`config.mk`:
```
export PLATFORM = sky130hd
export DESIGN_NAME = pu_syntax_seq
export DESIGN_NICKNAME = d
export VERILOG_FILES = /design/src/rtl/pu_syntax_seq_pkg.sv /design/src/rtl/pu_syntax_seq_bincnt.sv /design/src/rtl/pu_syntax_seq.sv
export SDC_FILE = /design/constraint.sdc
export NUM_CORES = 1
export LEC_CHECK = 0
export CAP_MARGIN = 40
export CORE_ASPECT_RATIO = 1.25
export CORE_MARGIN = 2
export CORE_UTILIZATION = 23
export CTS_CLUSTER_SIZE = 8
export DETAILED_ROUTE_END_ITERATION = 7
export HOLD_SLACK_MARGIN = 0.06
export MAX_ROUTING_LAYER = met4
export SYNTH_ARGS = -nofsm -noshare
export SYNTH_HDL_FRONTEND = slang
export SYNTH_SLANG_ARGS = --single-unit
```
`constraint.sdc`:
```
create_clock -name clk -period 5.2 [get_ports clk]
set_input_delay 0.52 -clock clk [delete_from_list [all_inputs] [get_ports clk]]
set_output_delay 0.52 -clock clk [all_outputs]
set_load 0.05 [all_outputs]
```
`src/rtl/pu_syntax_seq_pkg.sv`:
```
// Shared codes, types and next-element selection for the PU syntax sequencer.
package pu_syntax_seq_pkg;

    localparam logic [2:0] SE_MERGE_FLAG = 3'd0;
    localparam logic [2:0] SE_MERGE_IDX  = 3'd1;
    localparam logic [2:0] SE_IPI        = 3'd2;
    localparam logic [2:0] SE_REF0       = 3'd3;
    localparam logic [2:0] SE_MVP0       = 3'd4;
    localparam logic [2:0] SE_REF1       = 3'd5;
    localparam logic [2:0] SE_MVP1       = 3'd6;
    localparam logic [2:0] SE_DONE       = 3'd7;

    localparam logic [1:0] PRED_L0      = 2'd0;
    localparam logic [1:0] PRED_L1      = 2'd1;
    localparam logic [1:0] PRED_BI      = 2'd2;
    localparam logic [1:0] PRED_ILLEGAL = 2'd3;

    localparam logic [4:0] TIMEOUT_MAX = 5'd31;
    localparam logic [4:0] BIN_MAX     = 5'd31;

    typedef enum logic [1:0] {
        ST_IDLE,
        ST_ISSUE,
        ST_WAIT,
        ST_DONE
    } state_t;

    typedef struct packed {
        logic       merge;
        logic       b_slice;
        logic [1:0] dir;
        logic       ref0_nz;
        logic       ref1_nz;
    } pu_fields_t;

    // Candidates are tested from the back of the order so the earliest enabled one wins.
    function automatic logic [2:0] next_se(input logic [2:0] cur, input pu_fields_t f);
        logic [2:0] nxt;
        logic       use0;
        logic       use1;
        nxt  = SE_DONE;
        use0 = (f.dir == PRED_L0) || (f.dir == PRED_BI);
        use1 = (f.dir == PRED_L1) || (f.dir == PRED_BI);
        if (cur == SE_MERGE_FLAG && f.merge) begin
            nxt = SE_MERGE_IDX;
        end else if (cur != SE_MERGE_IDX) begin
            if (cur < SE_MVP1 && use1)              nxt = SE_MVP1;
            if (cur < SE_REF1 && use1 && f.ref1_nz) nxt = SE_REF1;
            if (cur < SE_MVP0 && use0)              nxt = SE_MVP0;
            if (cur < SE_REF0 && use0 && f.ref0_nz) nxt = SE_REF0;
            if (cur < SE_IPI && f.b_slice)          nxt = SE_IPI;
        end
        return nxt;
    endfunction

endpackage

```
`src/rtl/pu_syntax_seq_bincnt.sv`:
```
// Saturating bin counter for one PU: cleared at accept, incremented per bin strobe.
module pu_syntax_seq_bincnt
    import pu_syntax_seq_pkg::*;
(
    input  logic       clk,
    input  logic       rst_n,
    input  logic       clr_i,
    input  logic       inc_i,
    output logic [4:0] cnt_o
);

    logic [4:0] cnt_q;
    logic [4:0] cnt_d;

    always_comb begin
        cnt_d = cnt_q;
        if (clr_i) begin
            cnt_d = '0;
        end else if (inc_i && cnt_q != BIN_MAX) begin
            cnt_d = cnt_q + 5'd1;
        end
    end

    always_ff @(posedge clk) begin
        if (!rst_n) begin
            cnt_q <= '0;
        end else begin
            cnt_q <= cnt_d;
        end
    end

    assign cnt_o = cnt_q;

endmodule

```
`src/rtl/pu_syntax_seq.sv`:
```
// PU syntax-element sequencer: issues one binarizer request per element and
// waits for its done pulse, with a per-element timeout and a bin counter.
module pu_syntax_seq
    import pu_syntax_seq_pkg::*;
(
    input  logic       clk,
    input  logic       rst_n,
    input  logic       pu_valid,
    output logic       pu_ready,
    input  logic       merge_flag,
    input  logic [1:0] inter_pred_idc,
    input  logic       slice_is_b,
    input  logic [3:0] num_ref_l0_m1,
    input  logic [3:0] num_ref_l1_m1,
    output logic       se_start,
    output logic [2:0] se_id,
    input  logic       se_done,
    input  logic       bin_valid_in,
    output logic       pu_done,
    output logic [4:0] pu_bins,
    output logic       pu_err
);

    state_t     state_q, state_d;
    logic [4:0] tmo_q, tmo_d;
    logic [2:0] se_id_q, se_id_d;
    logic [2:0] nxt_se;
    pu_fields_t fields_q, fields_d;
    logic       err_q, err_d;
    logic       ready_q;
    logic       accept;
    logic       illegal_ipi;

    // ready_q is only high in IDLE, so it alone qualifies an accept.
    assign accept      = pu_valid && ready_q;
    assign illegal_ipi = slice_is_b && (inter_pred_idc == PRED_ILLEGAL);

    always_comb begin
        state_d  = state_q;
        tmo_d    = tmo_q;
        se_id_d  = se_id_q;
        fields_d = fields_q;
        err_d    = err_q;
        nxt_se   = SE_DONE;
        case (state_q)
            ST_IDLE: begin
                if (accept) begin
                    fields_d.merge   = merge_flag;
                    fields_d.b_slice = slice_is_b;
                    fields_d.dir     = (slice_is_b && !illegal_ipi) ? inter_pred_idc : PRED_L0;
                    fields_d.ref0_nz = |num_ref_l0_m1;
                    fields_d.ref1_nz = |num_ref_l1_m1;
                    err_d            = illegal_ipi;
                    se_id_d          = SE_MERGE_FLAG;
                    tmo_d            = '0;
                    state_d          = ST_ISSUE;
                end
            end
            ST_ISSUE: begin
                tmo_d   = '0;
                state_d = ST_WAIT;
            end
            ST_WAIT: begin
                if (se_done) begin
                    nxt_se = next_se(se_id_q, fields_q);
                    if (nxt_se == SE_DONE) begin
                        state_d = ST_DONE;
                    end else begin
                        se_id_d = nxt_se;
                        state_d = ST_ISSUE;
                    end
                end else begin
                    tmo_d = tmo_q + 5'd1;
                    if (tmo_q == TIMEOUT_MAX - 5'd1) begin
                        err_d   = 1'b1;
                        state_d = ST_DONE;
                    end
                end
            end
            ST_DONE: begin
                state_d = ST_IDLE;
            end
            default: begin
                state_d = ST_IDLE;
            end
        endcase
    end

    always_ff @(posedge clk) begin
        if (!rst_n) begin
            state_q <= ST_IDLE;
            tmo_q   <= '0;
            se_id_q <= SE_MERGE_FLAG;
            err_q   <= 1'b0;
            ready_q <= 1'b0;
        end else begin
            state_q <= state_d;
            tmo_q   <= tmo_d;
            se_id_q <= se_id_d;
            err_q   <= err_d;
            ready_q <= (state_d == ST_IDLE);
        end
    end

    always_ff @(posedge clk) begin
        fields_q <= fields_d;
    end

    pu_syntax_seq_bincnt u_bincnt (
        .clk   (clk),
        .rst_n (rst_n),
        .clr_i (accept),
        .inc_i (bin_valid_in && (state_q == ST_ISSUE || state_q == ST_WAIT)),
        .cnt_o (pu_bins)
    );

    assign pu_ready = ready_q;
    assign se_start = (state_q == ST_ISSUE);
    assign se_id    = se_id_q;
    assign pu_done  = (state_q == ST_DONE);
    assign pu_err   = err_q;

endmodule

```
==> impl_metrics.json <==
{
  "clk_pin_slew_ns": 0.08,
  "hold_class": "reg2reg",
  "yosysWarnings": 0,
  "num_rows": 31,
  "synth_top_flop_cell": "dfxtp_1",
  "wl_per_cell_um": 12.5,
  "ys_seq_area_share_pct": 38.5,
  "async_reset_ff_share_pct": 0,
  "relSlewSlack_pct": 55.7,
  "synthTopCellsByArea": "dfxtp_1, edfxtp_1, ha_1",
  "pin_count": 29,
  "crit_type": "reg2out",
  "ctsResizeCount": 0,
  "drc_errors": 0,
  "synth_top_cell_by_area": "dfxtp_1",
  "setup_tns_ns": 0,
  "required_ns": 4.68,
  "ys_types": 49,
  "cts-root-buf": "clkbuf_8",
  "fillers": 619,
  "synth_area_mm2": 0.00135,
  "p_comb_share_pct": 45.1,
  "status": "finished, final reports clean",
  "n_antenna_cell": 0,
  "cts_sinks": 23,
  "cts_tree": "built",
  "drt_pass1_iterations": 4,
  "slew_violations": 0,
  "synth_commonest_cells": "dfxtp_1, nor2_1, ha_1, inv_1",
  "initial_core_util_pct": 23.5,
  "num_vias": 1103,
  "clkPwrFrac_pct": 17.5,
  "crit_fanout": 4,
  "min_period_ns": 2.24,
  "start_kind": "flip-flop",
  "synth-edff-count": 6,
  "grt-ovfl-total": 0,
  "share_seq_of_total_power_pct": 37.4,
  "die-area_mm2": 0.00651,
  "die_w_um": 72.6,
  "powerDensity_mw_per_mm2": 371,
  "die_h_um": 89.7,
  "htreeDepth": 1,
  "drive_gt1_share_pct": 7.78,
  "grt_usage_pct": 10.0,
  "swShare_pct": 40.4,
  "ant_nets": 0,
  "power_uw": 640,
  "rsz0062_at_grt": "false",
  "tightestPinTransition_ns": 0.659,
  "power.internal_uw": 382,
  "synth_seq_cells": 23,
  "ctsHoldBuffers": 0,
  "yosysMostFrequentCell": "dfxtp_1",
  "syn_to_final_growth_pct": 27.7,
  "place.gp.congestion": 0.748,
  "p_leak_nw": 0.639,
  "endpoint_kind": "output port",
  "routed_wl_um": 2910,
  "yosys.area.top_type_share_pct": 25.2,
  "clockBufferDepth": 2,
  "drv_cap": 0,
  "multi_input_area_um2": 756,
  "report.final.hold_viol_count": 0,
  "netlist_instances": 141,
  "viasPerCell": 4.73,
  "syn_avg_cell_area_um2": 9.58,
  "cts_made_buffers": 3,
  "antenna_found_initial": 0,
  "drt_iter0_markers": 27,
  "nNetsFinal": 195,
  "cp_data_arrival_time_ns": 1.72,
  "coreArea_mm2": 0.00574,
  "dp_hpwl_um": 2230,
  "seq_area_um2": 520,
  "post_cts.repair.setup_buffers": 0,
  "worstSkewPairLatency_ns": 0.27,
  "setup_viol": 0,
  "port_buffers": 28,
  "period_share_pct": 43.2,
  "ir_drop_mv": 0.203,
  "mappedNetlistNets": 168,
  "dp_cells": 229,
  "grt_pass1_vias": 1092,
  "grt_max_degree": 14,
  "p_switching_uw": 259,
  "fmax_mhz": 446,
  "fin_cells": 233,
  "grt_pass1_wl_um": 5040,
  "fin_skew_ns": 0.00196
}
cell type report:
class	count	share of cell area, %
tap	66	4.79
inverter	11	2.39
clock buffer	4	2.61
sequential	23	30.2
multi-input combinational	101	43.8
timing repair buffer	28	16.2
stage by stage:
stage	hold WS [ns]	instance area (um^2)	setup WS, ns	utilization, %
CTS	0.526	1730	2.92	30.1
global route	0.541	1730	2.87	30.1
detailed placement	0.508	1680	3.00	29.3
floorplan	0.479	1350	3.23	-
finish	0.523	1730	2.96	30.1
global placement	0.493	1680	3.05	29.3
flip-flops by register name (all words and copies together), names as in the netlist:
| name | flops |
|---|---|
| u_bincnt.cnt_o | 5 |
| tmo_q | 5 |
| se_id | 3 |
| pu_err | 1 |
| state_q | 2 |
| fields_q | 6 |
| pu_ready | 1 |
path summary, 6_finish.rpt:
kind | startpoint | end | slack, ns | cells after the start
max | state_q[1] | se_start | 2.96 | 3
max reg2reg | state_q[0] | se_id[1] | 3.14 | 7
min reg2reg | pu_err | pu_err | 0.52 | 2
min | pu_err | pu_err | 0.52 | 2
critical path, cell delays in order, from the launching register on:
cell	delay, ns
dfxtp_1	0.34
inv_1	0.08
ha_1	0.20
clkdlybuf4s50_1	0.83
per-layer routing:
layer	vias up	part of all wire (%)	GRT usage (%)
met5	-	0	-
met4	0	1.6	4.55
met3	6	3.0	1.34
met2	20	49	17.7
met1	520	46	11.2
li1	557	-	-
placed cells by master, fill, tap and decap left out, types with 6 or more instances in the layout:
cell type / synthesis / final
dfxtp_1: 17 / 17
ha_1: 10 / 10
edfxtp_1: 6 / 6
inv_1: 10 / 10
clkdlybuf4s50_1: 0 / 28
nor2_1: 15 / 15
nand2_1: 8 / 8
a21oi_1: 8 / 8
kinds of logic after synthesis:
logic type	share of synthesized area [%]
DFF	38.5
adders and majority gates	9.26
and+or+nand+nor	21.9
buffers and inverters	5.55
AOI/OAI and AO/OA	18.8
muxes	1.48
xor gates and xnor gates	4.54
power by group through the flow:
stage	clock [mW]	combinational (mW)	sequential (mW)
after detailed placement	0	0.290	0.244
after CTS	0.117	0.292	0.240
after floorplan	0	0.193	0.266
after global routing	0.125	0.316	0.245
final	0.112	0.288	0.240
after global placement	0	0.286	0.244
No activity file was read; power rests on OpenSTA's default activity.
